`src/rtl/instr_loader_pkg.sv`:
```
// Shared CPU package: opcode constants used by the loader and the control
// decoder, instruction word geometry, and the loader FSM state encoding.
package instr_loader_pkg;

  localparam int INSTR_W = 16;
  localparam int FIELD_W = 4;

  // Bit positions of the four fields inside an instruction word.
  localparam int OP_LSB = 12;
  localparam int FA_LSB = 8;
  localparam int FB_LSB = 4;
  localparam int FC_LSB = 0;

  // Any opcode with this bit set lies outside the defined instruction set.
  localparam int OP_ILLEGAL_BIT = 3;

  typedef logic [FIELD_W-1:0] field_t;
  typedef logic [INSTR_W-1:0] instr_t;

  typedef enum logic [FIELD_W-1:0] {
    OP_ADD = 4'h0,
    OP_SUB = 4'h1,
    OP_AND = 4'h2,
    OP_OR  = 4'h3,
    OP_LW  = 4'h4,
    OP_SW  = 4'h5,
    OP_BEQ = 4'h6,
    OP_JMP = 4'h7
  } opcode_e;

  typedef enum logic [1:0] {
    ST_IDLE = 2'd0,
    ST_LOAD = 2'd1,
    ST_DONE = 2'd2
  } state_e;

  function automatic logic op_is_legal(input field_t op);
    return !op[OP_ILLEGAL_BIT];
  endfunction

endpackage

```
`src/rtl/instr_loader_if.sv`:
```
// Host-side field handshake plus instruction-memory write port of the loader.
// Optional checksum output exists only when INSTR_LOADER_CHECKSUM_EN is defined.
interface instr_loader_if
  import instr_loader_pkg::*;
#(
  parameter int ADDR_W = 8
);

  logic              start;
  logic [ADDR_W-1:0] base_addr;
  logic              in_valid;
  logic              in_ready;
  field_t            in_op;
  field_t            in_fa;
  field_t            in_fb;
  field_t            in_fc;
  logic              in_last;
  logic              imem_we;
  logic [ADDR_W-1:0] imem_addr;
  instr_t            imem_wdata;
  logic              busy;
  logic              done;
  logic              err;
  logic [ADDR_W:0]   count;
`ifdef INSTR_LOADER_CHECKSUM_EN
  instr_t            checksum;
`endif

  // Host / boot source side.
  modport master (
`ifdef INSTR_LOADER_CHECKSUM_EN
    input  checksum,
`endif
    output start, base_addr, in_valid, in_op, in_fa, in_fb, in_fc, in_last,
    input  in_ready, imem_we, imem_addr, imem_wdata, busy, done, err, count
  );

  // Loader side.
  modport slave (
`ifdef INSTR_LOADER_CHECKSUM_EN
    output checksum,
`endif
    input  start, base_addr, in_valid, in_op, in_fa, in_fb, in_fc, in_last,
    output in_ready, imem_we, imem_addr, imem_wdata, busy, done, err, count
  );

endinterface

```
`src/rtl/instr_loader_pack.sv`:
```
// instr_pack: combinational field packer and opcode legality check.
// Packing is identical for every opcode; field meaning belongs to the sender.
module instr_pack
  import instr_loader_pkg::*;
(
  input  field_t op_i,
  input  field_t fa_i,
  input  field_t fb_i,
  input  field_t fc_i,
  output instr_t word_o,
  output logic   legal_o
);

  // Place each field at its fixed position in the machine word.
  // NOTE: every always_comb output gets a full default first so no path can
  // leave it unassigned and infer a latch.
  always_comb begin
    word_o = '0;
    word_o[OP_LSB +: FIELD_W] = op_i;
    word_o[FA_LSB +: FIELD_W] = fa_i;
    word_o[FB_LSB +: FIELD_W] = fb_i;
    word_o[FC_LSB +: FIELD_W] = fc_i;
  end

  assign legal_o = op_is_legal(op_i);

endmodule

```
`src/rtl/instr_loader.sv`:
```
// instr_loader: accepts one instruction per handshake, packs it and writes it
// into instruction memory at an auto-incrementing address.
// Optional feature macro: INSTR_LOADER_CHECKSUM_EN adds a running XOR of the
// words written in the current session.
module instr_loader
  import instr_loader_pkg::*;
#(
  parameter int ADDR_W = 8
) (
  input  logic           clk,
  input  logic           rst_n,
  instr_loader_if.slave  bus
);

  state_e            state_q, state_d;
  logic [ADDR_W-1:0] ptr_q, ptr_d;
  logic [ADDR_W:0]   count_q, count_d;
  logic              err_q, err_d;
  logic              we_q, we_d;
  logic [ADDR_W-1:0] addr_q, addr_d;
  instr_t            wdata_q, wdata_d;
`ifdef INSTR_LOADER_CHECKSUM_EN
  instr_t            cks_q, cks_d;
`endif

  instr_t word;
  logic   legal;
  logic   accept;
  logic   full;
  logic   do_write;

  instr_pack u_pack (
    .op_i    (bus.in_op),
    .fa_i    (bus.in_fa),
    .fb_i    (bus.in_fb),
    .fc_i    (bus.in_fc),
    .word_o  (word),
    .legal_o (legal)
  );

  assign accept   = bus.in_valid && (state_q == ST_LOAD);
  // Top bit of count set means 2^ADDR_W words written: the session is full.
  assign full     = count_q[ADDR_W];
  assign do_write = accept && legal && !full;

  // FSM state register.
  // NOTE: sequential state uses non-blocking assignments so every flop samples
  // pre-edge values regardless of process ordering.
  always_ff @(posedge clk or negedge rst_n) begin
    if (!rst_n) state_q <= ST_IDLE;
    else        state_q <= state_d;
  end

  // Next-state: a last transfer or a legal word arriving when full ends the session.
  always_comb begin
    state_d = state_q;
    case (state_q)
      ST_IDLE: if (bus.start) state_d = ST_LOAD;
      ST_LOAD: if (accept && (bus.in_last || (legal && full))) state_d = ST_DONE;
      ST_DONE: state_d = ST_IDLE;
      default: state_d = ST_IDLE;
    endcase
  end

  // Datapath next values: session init on start, one write per legal accepted word.
  always_comb begin
    ptr_d   = ptr_q;
    count_d = count_q;
    err_d   = err_q;
    we_d    = 1'b0;
    addr_d  = addr_q;
    wdata_d = wdata_q;
`ifdef INSTR_LOADER_CHECKSUM_EN
    cks_d   = cks_q;
`endif
    if (state_q == ST_IDLE && bus.start) begin
      ptr_d   = bus.base_addr;
      count_d = '0;
      err_d   = 1'b0;
`ifdef INSTR_LOADER_CHECKSUM_EN
      cks_d   = '0;
`endif
    end
    if (accept) begin
      if (do_write) begin
        we_d    = 1'b1;
        addr_d  = ptr_q;
        wdata_d = word;
        ptr_d   = ptr_q + ADDR_W'(1);
        count_d = count_q + (ADDR_W+1)'(1);
`ifdef INSTR_LOADER_CHECKSUM_EN
        cks_d   = cks_q ^ word;
`endif
      end else begin
        // Illegal opcode, or legal word with no room left: dropped and flagged.
        err_d = 1'b1;
      end
    end
  end

  // Datapath registers; reset drops any write still pending.
  always_ff @(posedge clk or negedge rst_n) begin
    if (!rst_n) begin
      ptr_q   <= '0;
      count_q <= '0;
      err_q   <= 1'b0;
      we_q    <= 1'b0;
      addr_q  <= '0;
      wdata_q <= '0;
`ifdef INSTR_LOADER_CHECKSUM_EN
      cks_q   <= '0;
`endif
    end else begin
      ptr_q   <= ptr_d;
      count_q <= count_d;
      err_q   <= err_d;
      we_q    <= we_d;
      addr_q  <= addr_d;
      wdata_q <= wdata_d;
`ifdef INSTR_LOADER_CHECKSUM_EN
      cks_q   <= cks_d;
`endif
    end
  end

  assign bus.in_ready   = (state_q == ST_LOAD);
  assign bus.busy       = (state_q == ST_LOAD);
  assign bus.done       = (state_q == ST_DONE);
  assign bus.err        = err_q;
  assign bus.count      = count_q;
  assign bus.imem_we    = we_q;
  assign bus.imem_addr  = addr_q;
  assign bus.imem_wdata = wdata_q;
`ifdef INSTR_LOADER_CHECKSUM_EN
  assign bus.checksum   = cks_q;
`endif

endmodule

```
`src/flat_wrapper.sv`:
```
// flat-port wrapper written by rule: the top's interface ports become plain ports
module instr_loader_flat import instr_loader_pkg::*;
#(
  parameter int ADDR_W = 8
)
  (clk, rst_n, bus_start, bus_base_addr, bus_in_valid, bus_in_op, bus_in_fa, bus_in_fb, bus_in_fc, bus_in_last, bus_in_ready, bus_imem_we, bus_imem_addr, bus_imem_wdata, bus_busy, bus_done, bus_err, bus_count);
  instr_loader_if #(.ADDR_W(ADDR_W)) bus_i ();
  input  logic clk;
  input  logic rst_n;
  input wire logic [$bits(bus_i.start)-1:0] bus_start;
  input wire logic [$bits(bus_i.base_addr)-1:0] bus_base_addr;
  input wire logic [$bits(bus_i.in_valid)-1:0] bus_in_valid;
  input wire logic [$bits(bus_i.in_op)-1:0] bus_in_op;
  input wire logic [$bits(bus_i.in_fa)-1:0] bus_in_fa;
  input wire logic [$bits(bus_i.in_fb)-1:0] bus_in_fb;
  input wire logic [$bits(bus_i.in_fc)-1:0] bus_in_fc;
  input wire logic [$bits(bus_i.in_last)-1:0] bus_in_last;
  output wire logic [$bits(bus_i.in_ready)-1:0] bus_in_ready;
  output wire logic [$bits(bus_i.imem_we)-1:0] bus_imem_we;
  output wire logic [$bits(bus_i.imem_addr)-1:0] bus_imem_addr;
  output wire logic [$bits(bus_i.imem_wdata)-1:0] bus_imem_wdata;
  output wire logic [$bits(bus_i.busy)-1:0] bus_busy;
  output wire logic [$bits(bus_i.done)-1:0] bus_done;
  output wire logic [$bits(bus_i.err)-1:0] bus_err;
  output wire logic [$bits(bus_i.count)-1:0] bus_count;
  assign bus_i.start = bus_start;
  assign bus_i.base_addr = bus_base_addr;
  assign bus_i.in_valid = bus_in_valid;
  assign bus_i.in_op = bus_in_op;
  assign bus_i.in_fa = bus_in_fa;
  assign bus_i.in_fb = bus_in_fb;
  assign bus_i.in_fc = bus_in_fc;
  assign bus_i.in_last = bus_in_last;
  assign bus_in_ready = bus_i.in_ready;
  assign bus_imem_we = bus_i.imem_we;
  assign bus_imem_addr = bus_i.imem_addr;
  assign bus_imem_wdata = bus_i.imem_wdata;
  assign bus_busy = bus_i.busy;
  assign bus_done = bus_i.done;
  assign bus_err = bus_i.err;
  assign bus_count = bus_i.count;
  instr_loader #(.ADDR_W(ADDR_W)) u_core (.clk(clk), .rst_n(rst_n), .bus(bus_i));
endmodule
```
`config.mk`:
```
export PLATFORM = sky130hd
export DESIGN_NAME = instr_loader_flat
export DESIGN_NICKNAME = d
export VERILOG_FILES = /design/src/rtl/instr_loader_pkg.sv /design/src/rtl/instr_loader_if.sv /design/src/rtl/instr_loader_pack.sv /design/src/rtl/instr_loader.sv /design/src/flat_wrapper.sv
export SDC_FILE = /design/constraint.sdc
export NUM_CORES = 1
export LEC_CHECK = 0
export BUFFER_PORTS_ARGS = -buffer_cell sky130_fd_sc_hd__buf_2
export CAP_MARGIN = 10
export CORE_ASPECT_RATIO = 0.75
export CORE_MARGIN = 5
export CORE_UTILIZATION = 53
export DETAILED_ROUTE_END_ITERATION = 7
export PLACE_DENSITY_LB_ADDON = 0.25
export SKIP_CTS_REPAIR_TIMING = 1
export SYNTH_ARGS = -nofsm -noshare
export SYNTH_HDL_FRONTEND = slang
export SYNTH_SLANG_ARGS = --single-unit
```
`constraint.sdc`:
```
create_clock -name clk -period 2.4 [get_ports clk]
set_input_delay 0.36 -clock clk [delete_from_list [all_inputs] [get_ports clk]]
set_output_delay 0.36 -clock clk [all_outputs]
set_load 0.05 [all_outputs]
```
==> flow_metrics.env, run 1 <==
export IMPL_clock_root_buffer="clkbuf_8"
export IMPL_max_freq_ghz=0.527
export IMPL_yosys_top_cells_area="dfrtp_1, nand2_1, mux2i_1"
export IMPL_grt_pass1_wl_mm=7.63
export IMPL_initial_core_util=0.542
export IMPL_place_inst=317
export IMPL_utilization=0.671
export IMPL_synth_simple_area_share=0.256
export IMPL_final_layout_size_suffix_gt1_frac=0.299
export IMPL_synth_compound_area_share=0.0914
export IMPL_cts_tree="yes"
export IMPL_ir_drop_mv=0.843
export IMPL_total_power_mw=3.40
export IMPL_syn_area_mm2=0.00196
export IMPL_firstDrtPassIters=4
export IMPL_dieWidth_um=80.2
export IMPL_overflow=0
export IMPL_ctsHtreeMaxLevel=2
export IMPL_num_antenna_cells=0
export IMPL_gp_congestion=0.820
export IMPL_die_area_mm2=0.00502
export IMPL_worstPathRequired_ns=2.59
export IMPL_setup_violations_final=0
export IMPL_drt_wl_total_mm=4.54
export IMPL_hold_viol=0
export IMPL_grt_antenna_before_repair=0
export IMPL_fillers=331
export IMPL_core_mm2=0.00361
export IMPL_seqCellArea_mm2=0.00113
export IMPL_avgSynthCellArea_um2=9.50
export IMPL_numClockSinks=45
export IMPL_drtAntennaViolNets=0
export IMPL_num_rows=19
export IMPL_synth_area_leader_cell="dfrtp_1"
export IMPL_crit_path_top_delay_cell="dfrtp_1"
export IMPL_die_h_um=62.6
export IMPL_fin_crit_ns=1.90
export IMPL_fin_cells=326
export IMPL_grt_max_degree=33
export IMPL_worstPathMaxFanout=32
export IMPL_holdCritPathClass="input pin to flip-flop"
export IMPL_wl_per_cell_um=13.9
export IMPL_hpwlAfterDp_mm=3.28
export IMPL_synth_top_family_by_area="simple AND/OR/NAND/NOR gates"
export IMPL_rsz0062_at_grt="no"
export IMPL_synthArstFlopShare=1.00
export IMPL_worstMarginPinSlew_ns=0.508
export IMPL_synth_adder_area_share=0.0128
export IMPL_drt_initial_drc_count=137
export IMPL_grt_pass1_vias=1608
export IMPL_synth_main_ff_cell="dfrtp_1"
export IMPL_netlist_instances=206
export IMPL_synthTopCellsByCount="nand2_1, dfrtp_1, nor2_1"
export IMPL_cts_path_max_buffers=2
export IMPL_drcViolationCount=0
export IMPL_io_buffers=66
export IMPL_clk_pin_slew_ns=0.08
export IMPL_drv_slew=0
export IMPL_status="finished clean"
export IMPL_preCtsSetupSlack_ns=0.502
export IMPL_clk_latency_ns=0.30
export IMPL_synth_top_area_share=0.575
export IMPL_vias=1697
export IMPL_area_growth_syn_to_layout_pct=23.9
export IMPL_synth_cell_types=39
export IMPL_cts_buffers=5
export IMPL_ys_seq_area_frac=0.575
export IMPL_synth_most_common_cell="nand2_1"
export IMPL_drv_cap=0
export IMPL_ys_seq_elements=45
export IMPL_synthXorXnorAreaFrac=0.00448
export IMPL_setup_slack_ns=0.503
export IMPL_crit_chain="and3b_1 -> nand2_4 -> inv_2 -> nand4_1 -> mux2i_1"
export IMPL_vias_per_cell=5.21
export IMPL_yosys_mux_area_fraction=0.0256
export IMPL_ys_warn_count=0
export IMPL_p_per_area_mw_per_mm2=1400
export IMPL_crit_path_end_kind="flip-flop"
export IMPL_path_class="flip-flop to flip-flop"
export IMPL_worstSetupStartpointType="flip-flop"
export IMPL_post_route_period_util=0.790
export IMPL_syn_num_nets=237
export IMPL_synth_edf_count=0
export IMPL_multi_input_area_um2=763
export IMPL_slowest_delay_ns=0.43
export IMPL_finalNetCount=304
export IMPL_leakage_nw=1.34
export IMPL_skew_ns=0.00578
export IMPL_grt_usage=0.196
export IMPL_ioPinCount=67
export IMPL_arrival_ns=2.08
export IMPL_slew_headroom=0.661
export IMPL_fin_tns_setup_ns=0
-- state kept, by name (all words and copies together), names as in the netlist --
register               count
u_core.bus.count           9
u_core.bus.err             1
u_core.bus.imem_addr       8
u_core.bus.imem_wdata     16
u_core.bus.imem_we         1
u_core.ptr_q               8
u_core.state_q             2
-- routing by layer --
metal / track usage / routed length, µm / vias up
li1: - / - / 820
met1: 0.250 / 2000 / 809
met2: 0.305 / 2160 / 57
met3: 0.0634 / 293 / 11
met4: 0.0844 / 89 / 0
met5: 0 / 0 / -
-- metrics by stage --
step	cell area, µm²	hold WS, ns
2_1_floorplan	1960	0.0644
3_3_place_gp	2320	0.288
3_5_place_dp	2320	0.286
4_1_cts	2410	-0.0465
5_1_grt	2420	0.234
6_report	2420	0.243
-- worst max-delay path: cells and delay by family (launching register included) --
| family | cells | cell delay [ns] |
|---|---|---|
| buffers and inverters | 1 | 0.43 |
| and+or+nand+nor | 3 | 0.77 |
| DFF | 1 | 0.43 |
| muxes | 1 | 0.14 |
-- cell type report --
class	instances	area share
Clock inverter	2	0.00568
Inverter	5	0.00774
Multi-Input combinational cell	147	0.315
Tap cell	52	0.0268
Sequential cell	45	0.464
Clock buffer	6	0.0341
Timing Repair Buffer	69	0.147
-- worst paths after layout --
kind                            depth (start not counted)                       end                      from  slack (ns)
min in group asynchronous                               2   u_core.bus.imem_addr[2]                     rst_n        0.50
worst min-delay path                                    3  u_core.bus.imem_wdata[9]              bus_in_fa[1]        0.24
worst min register to register                          2  u_core.bus.imem_wdata[0]  u_core.bus.imem_wdata[0]        0.47
worst max-delay path                                    5       u_core.bus.count[3]         u_core.state_q[1]        0.50
max in group asynchronous                               3       u_core.bus.count[8]                     rst_n        1.21
worst max register to register                          5       u_core.bus.count[3]         u_core.state_q[1]        0.50
-- cells by family after synthesis --
| kind of cell | count (synthesis) |
|---|---|
| compound gates | 26 |
| xor+xnor | 1 |
| fa+ha+maj | 2 |
| buf+inv | 14 |
| flops | 45 |
| mux | 5 |
| simple gates | 113 |
-- cells in the final DEF, fill, tap and decap left out, drive strengths merged, types with 2 or more instances in the layout --
cell type | Yosys | routed
clkinv | 0 | 2
a21oi | 5 | 5
clkbuf | 4 | 6
inv | 5 | 5
buf | 5 | 68
mux2i | 5 | 5
o22ai | 2 | 2
dfrtp | 45 | 45
nor2 | 9 | 9
o21ai | 7 | 7
o211ai | 2 | 2
a221o | 3 | 3
nand4 | 5 | 5
nand2 | 82 | 82
nand3 | 6 | 6
nor3b | 2 | 2
ha | 2 | 2
-- power by group --
part	total [mW]	switching, mW	internal [mW]
registers	1.26	0.223	1.04
logic	1.64	1.25	0.391
clock network	0.495	0.262	0.233
Note: power is estimated with default switching activity, not from simulation.
==> inputs of run 2 (changes only) <==
CORE_UTILIZATION = 49   (was 53)
clock period = 1.8 ns   (was 2.4 ns; I/O delays follow)
==> flow_metrics.env, run 2 (synthesis results as in run 1) <==
export IMPL_skew_ns=0.00574
export IMPL_grt_usage=0.167
export IMPL_overflow=0
export IMPL_firstDrtPassIters=4
export IMPL_crit_path_end_kind="flip-flop"
export IMPL_die_h_um=64.7
export IMPL_cts_buffers=5
export IMPL_worstSetupStartpointType="flip-flop"
export IMPL_grt_pass1_wl_mm=7.22
export IMPL_drt_wl_total_mm=4.29
export IMPL_wl_per_cell_um=13.1
export IMPL_worst_path_buf_inv=1
export IMPL_drv_cap=0
export IMPL_post_route_period_util=0.921
export IMPL_rsz0062_at_grt="no"
export IMPL_crit_chain="and3b_1 -> nand2_4 -> buf_12 -> nor4_1 -> a221o_1"
export IMPL_grt_antenna_before_repair=0
export IMPL_ir_drop_mv=1.20
export IMPL_path_class="flip-flop to flip-flop"
export IMPL_r2r_end="u_core.ptr_q[7]"
export IMPL_cp_startpoint="u_core.state_q[1]"
export IMPL_drcViolationCount=0
export IMPL_setup_violations_final=0
export IMPL_arrival_ns=1.89
export IMPL_final_common_cell="nand2_1"
export IMPL_setup_slack_ns=0.142
export IMPL_path_delay_family="simple AND/OR/NAND/NOR gates"
export IMPL_finalNetCount=306
export IMPL_numClockSinks=45
export IMPL_max_freq_ghz=0.603
export IMPL_worstMarginPinSlew_ns=0.543
export IMPL_num_antenna_cells=0
export IMPL_vias_per_cell=5.05
export IMPL_final_layout_size_suffix_gt1_frac=0.308
export IMPL_total_power_mw=4.55
export IMPL_worstReg2RegStart="u_core.state_q[1]"
export IMPL_worstPathRequired_ns=2.03
export IMPL_clock_root_buffer="clkbuf_8"
export IMPL_dieWidth_um=83.0
export IMPL_fillers=334
export IMPL_leakage_nw=1.36
export IMPL_ctsHtreeMaxLevel=2
export IMPL_cts_tree="yes"
export IMPL_worstPathMaxFanout=27
export IMPL_ioPinCount=67
export IMPL_holdCritPathClass="input pin to asynchronous set/reset pin"
export IMPL_p_per_area_mw_per_mm2=1850
export IMPL_crit_path_end="u_core.ptr_q[7]"
export IMPL_status="finished clean"
export IMPL_num_rows=19
export IMPL_drt_initial_drc_count=71
export IMPL_fin_tns_setup_ns=0
export IMPL_io_buffers=66
export IMPL_fin_cells=328
export IMPL_fin_crit_ns=1.66
export IMPL_initial_core_util=0.521
export IMPL_area_growth_syn_to_layout_pct=25.5
export IMPL_mostFrequentLayoutCells="nand2_1, buf_2, dfrtp_1"
export IMPL_hpwlAfterDp_mm=3.11
export IMPL_hold_viol=0
export IMPL_gp_congestion=0.818
export IMPL_preCtsSetupSlack_ns=0.125
export IMPL_slew_headroom=0.638
export IMPL_crit_path_top_delay_cell="dfrtp_1"
export IMPL_drtAntennaViolNets=0
export IMPL_drv_slew=0
export IMPL_r2r_slack_ns=0.14
export IMPL_ff2ff_path_depth=5
export IMPL_vias=1657
export IMPL_clk_pin_slew_ns=0.08
export IMPL_die_area_mm2=0.00537
export IMPL_grt_pass1_vias=1575
export IMPL_core_mm2=0.00376
export IMPL_largest_register_ffs=16
export IMPL_cts_path_max_buffers=2
export IMPL_cp_num_cells=5
export IMPL_slowest_delay_ns=0.44
export IMPL_place_inst=320
export IMPL_grt_max_degree=46
export IMPL_clk_latency_ns=0.29
[run 2: metrics by stage]
stage          hold slack [ns]  cell area (µm²)   util
5_1_grt                 0.0750             2460  0.654
6_report                0.0344             2460  0.654
3_5_place_dp             0.381             2350  0.627
3_3_place_gp             0.386             2350  0.627
4_1_cts                 0.0546             2450  0.654
2_1_floorplan          -0.0256             1960      -
[run 2: worst min path at each step]
stage / slack (ns) / to / cells past startpoint / start
floorplan: -0.03 / u_core.bus.count[0] / 0 / rst_n
global placement: 0.39 / u_core.bus.imem_addr[0] / 2 / rst_n
finish: 0.03 / u_core.bus.err / 2 / rst_n
CTS: 0.05 / u_core.bus.imem_addr[1] / 2 / rst_n
global route: 0.08 / u_core.bus.imem_addr[0] / 2 / rst_n
detailed placement: 0.38 / u_core.bus.imem_addr[1] / 2 / rst_n
[run 2: area by class of cell]
| class | count | area, µm² | share of cell area |
|---|---|---|---|
| Clock buffer | 7 | 96.3 | 0.0392 |
| Clock inverter | 1 | 5.00 | 0.00204 |
| Inverter | 5 | 20.0 | 0.00815 |
| Multi-Input combinational cell | 147 | 763 | 0.311 |
| Sequential cell | 45 | 1130 | 0.458 |
| Tap cell | 52 | 65.1 | 0.0265 |
| Timing Repair Buffer | 71 | 380 | 0.155 |
[run 2: per-layer routing]
layer  vias to the layer above  track usage  part of all wire
met4                         0       0.0531             0.011
met2                        54        0.256              0.46
met3                         5       0.0747             0.079
met1                       776        0.214              0.45
li1                        822            -                 -
met5                         -            0                 0
[run 2: where the power goes]
group | total (mW) | switching [mW] | leakage, nW | internal, mW
clock | 0.668 | 0.321 | 0.0542 | 0.347
combinational | 2.22 | 1.67 | 0.734 | 0.547
sequential | 1.67 | 0.281 | 0.571 | 1.39
total | 4.55 | 2.27 | 1.36 | 2.28
==> inputs of run 3 (changes only) <==
ABC_AREA = 1   (was unset)
CORE_UTILIZATION = 50   (was 49)
==> flow_metrics.env, run 3 <==
export IMPL_core_mm2=0.00408
export IMPL_worstMarginPinSlew_ns=0.515
export IMPL_fin_crit_ns=1.44
export IMPL_p_switching_mw=2.42
export IMPL_worstPathRequired_ns=1.53
export IMPL_drt_initial_drc_count=114
export IMPL_overflow=0
export IMPL_synth_area_leader_cell="dfrtp_1"
export IMPL_firstDrtPassIters=4
export IMPL_clk_latency_ns=0.30
export IMPL_ys_warn_count=0
export IMPL_leakage_nw=1.47
export IMPL_clock_power_share=0.160
export IMPL_p_int_mw=2.37
export IMPL_max_freq_ghz=0.692
export IMPL_num_rows=20
export IMPL_hpwlAfterDp_mm=3.39
export IMPL_hold_ws_ns=0.151
export IMPL_final_layout_size_suffix_gt1_frac=0.242
export IMPL_vias_per_cell=4.81
export IMPL_place_area_mm2=0.00248
export IMPL_ys_seq_area_frac=0.530
export IMPL_io_buffers=66
export IMPL_worstSetupStartpointType="flip-flop"
export IMPL_min_from="bus_in_op[2]"
export IMPL_switching_share=0.505
export IMPL_initial_core_util=0.521
export IMPL_ctsHtreeMaxLevel=2
export IMPL_post_route_period_util=0.802
export IMPL_die_area_mm2=0.00567
export IMPL_vias=1897
export IMPL_synth_cell_types=18
export IMPL_gp_congestion=0.790
export IMPL_status="finished clean"
export IMPL_clk_pin_slew_ns=0.09
export IMPL_clock_root_buffer="clkbuf_8"
export IMPL_fillers=363
export IMPL_mostFrequentLayoutCells="nand2_1, buf_2, dfrtp_1"
export IMPL_avgSynthCellArea_um2=7.82
export IMPL_arrival_ns=1.17
export IMPL_ff2ff_path_depth=6
export IMPL_dieWidth_um=85.3
export IMPL_p_seq_frac=0.352
export IMPL_finalNetCount=369
export IMPL_cts_buffers=5
export IMPL_syn_num_nets=303
export IMPL_wl_per_cell_um=12.4
export IMPL_preCtsSetupSlack_ns=0.416
export IMPL_path_class="flip-flop to output port"
export IMPL_cp_startpoint="u_core.state_q[0]"
export IMPL_hold_viol=0
export IMPL_drv_slew=0
export IMPL_grt_pass1_vias=1784
export IMPL_synth_main_ff_cell="dfrtp_1"
export IMPL_yosys_top_cells_area="dfrtp_1, nand2_1, nand3_1"
export IMPL_p_per_area_mw_per_mm2=1830
export IMPL_rsz0062_at_grt="no"
export IMPL_total_power_mw=4.79
export IMPL_setup_slack_ns=0.356
export IMPL_numClockSinks=45
export IMPL_cts_path_max_buffers=2
export IMPL_netlist_instances=272
export IMPL_area_growth_syn_to_layout_pct=22.8
export IMPL_drv_cap=0
export IMPL_grt_pass1_wl_mm=8.28
export IMPL_setup_violations_final=0
export IMPL_drcViolationCount=0
export IMPL_ys_seq_elements=45
export IMPL_crit_path_end_kind="output port"
export IMPL_fin_area_mm2=0.00261
export IMPL_holdPathStages=3
export IMPL_ioPinCount=67
export IMPL_drtAntennaViolNets=0
export IMPL_p_comb_frac=0.488
export IMPL_worstPathMaxFanout=5
export IMPL_syn_area_mm2=0.00213
export IMPL_skew_ns=0.00929
export IMPL_cts_tree="yes"
export IMPL_grt_max_degree=50
export IMPL_synth_top_area_share=0.530
export IMPL_die_h_um=66.5
export IMPL_fin_tns_setup_ns=0
export IMPL_synth_most_common_cell="nand2_1"
export IMPL_grt_antenna_before_repair=0
export IMPL_largest_register_ffs=16
export IMPL_grt_usage=0.187
export IMPL_drt_wl_total_mm=4.88
export IMPL_holdCritPathClass="input pin to flip-flop"
export IMPL_ir_drop_mv=0.739
export IMPL_final_common_cell="nand2_1"
export IMPL_slew_headroom=0.656
export IMPL_worstReg2RegStart="u_core.state_q[0]"
export IMPL_synthTopCellsByCount="nand2_1, dfrtp_1, nand3_1"
export IMPL_synthArstFlopShare=1.00
export IMPL_synth_edf_count=0
export IMPL_num_antenna_cells=0
==> run 3: cell count changes after synthesis, sizes merged, moves of 6 or more <==
cell / before / now
nand3: 6 / 23
nor2: 9 / 17
o21ai: 7 / 13
inv: 5 / 16
buf: 5 / 12
nand2: 82 / 136
==> run 3: logic make-up (layout without fill, tap and decap cells) <==
logic type | count (synthesis) | count (layout) | share of synthesized area
and+or+nand+nor | 177 | 177 | 0.333
DFF | 45 | 45 | 0.530
buffers and inverters | 28 | 95 | 0.0671
AOI/OAI and AO/OA | 14 | 14 | 0.0341
xor gates and xnor gates | 6 | 6 | 0.0247
adders and majority gates | 2 | 2 | 0.0118
==> run 3: power groups by stage <==
| stage | sequential, mW | combinational, mW | clock, mW |
|---|---|---|---|
| 2_1_floorplan | 2.62 | 0.872 | 0 |
| 3_3_place_gp | 1.69 | 2.30 | 0 |
| 3_5_place_dp | 1.70 | 2.35 | 0 |
| 4_1_cts | 1.68 | 2.35 | 0.789 |
| 5_1_grt | 1.76 | 2.53 | 0.830 |
| 6_report | 1.69 | 2.33 | 0.766 |
==> run 3: through the flow <==
step,utilization,instances
after floorplan,-,272
after global placement,0.609,385
after detailed placement,0.609,385
after CTS,0.637,393
after global routing,0.640,394
final,0.640,394
==> run 3: worst paths after layout <==
path,end,slack [ns]
max,bus_busy,0.36
min,u_core.bus.imem_wdata[14],0.15
max reg2reg,u_core.ptr_q[2],0.42
min reg2reg,u_core.bus.imem_addr[2],0.48
max in group asynchronous,u_core.bus.imem_addr[0],0.86
min in group asynchronous,u_core.bus.imem_wdata[14],0.45
==> run 3: per-layer routing <==
metal  global-route usage  share of wire
met5                    0              0
met1                0.258           0.46
met4               0.0731          0.013
met2                0.288           0.47
met3               0.0420          0.063
==> run 3: critical path, cell delays in order, from the launching register on <==
cell and delay [ns]:
dfrtp_1 0.39, inv_2 0.06, nor2_4 0.14, buf_2 0.29
==> run 3: final cells by class <==
type	instances	area (µm²)	share of cell area
clock buffer	5	68.8	0.0264
clock inverter	3	46.3	0.0177
inverter	16	60.1	0.0230
multi-input combinational	199	857	0.328
sequential	45	1130	0.431
tap	55	68.8	0.0264
timing repair buffer	71	383	0.147
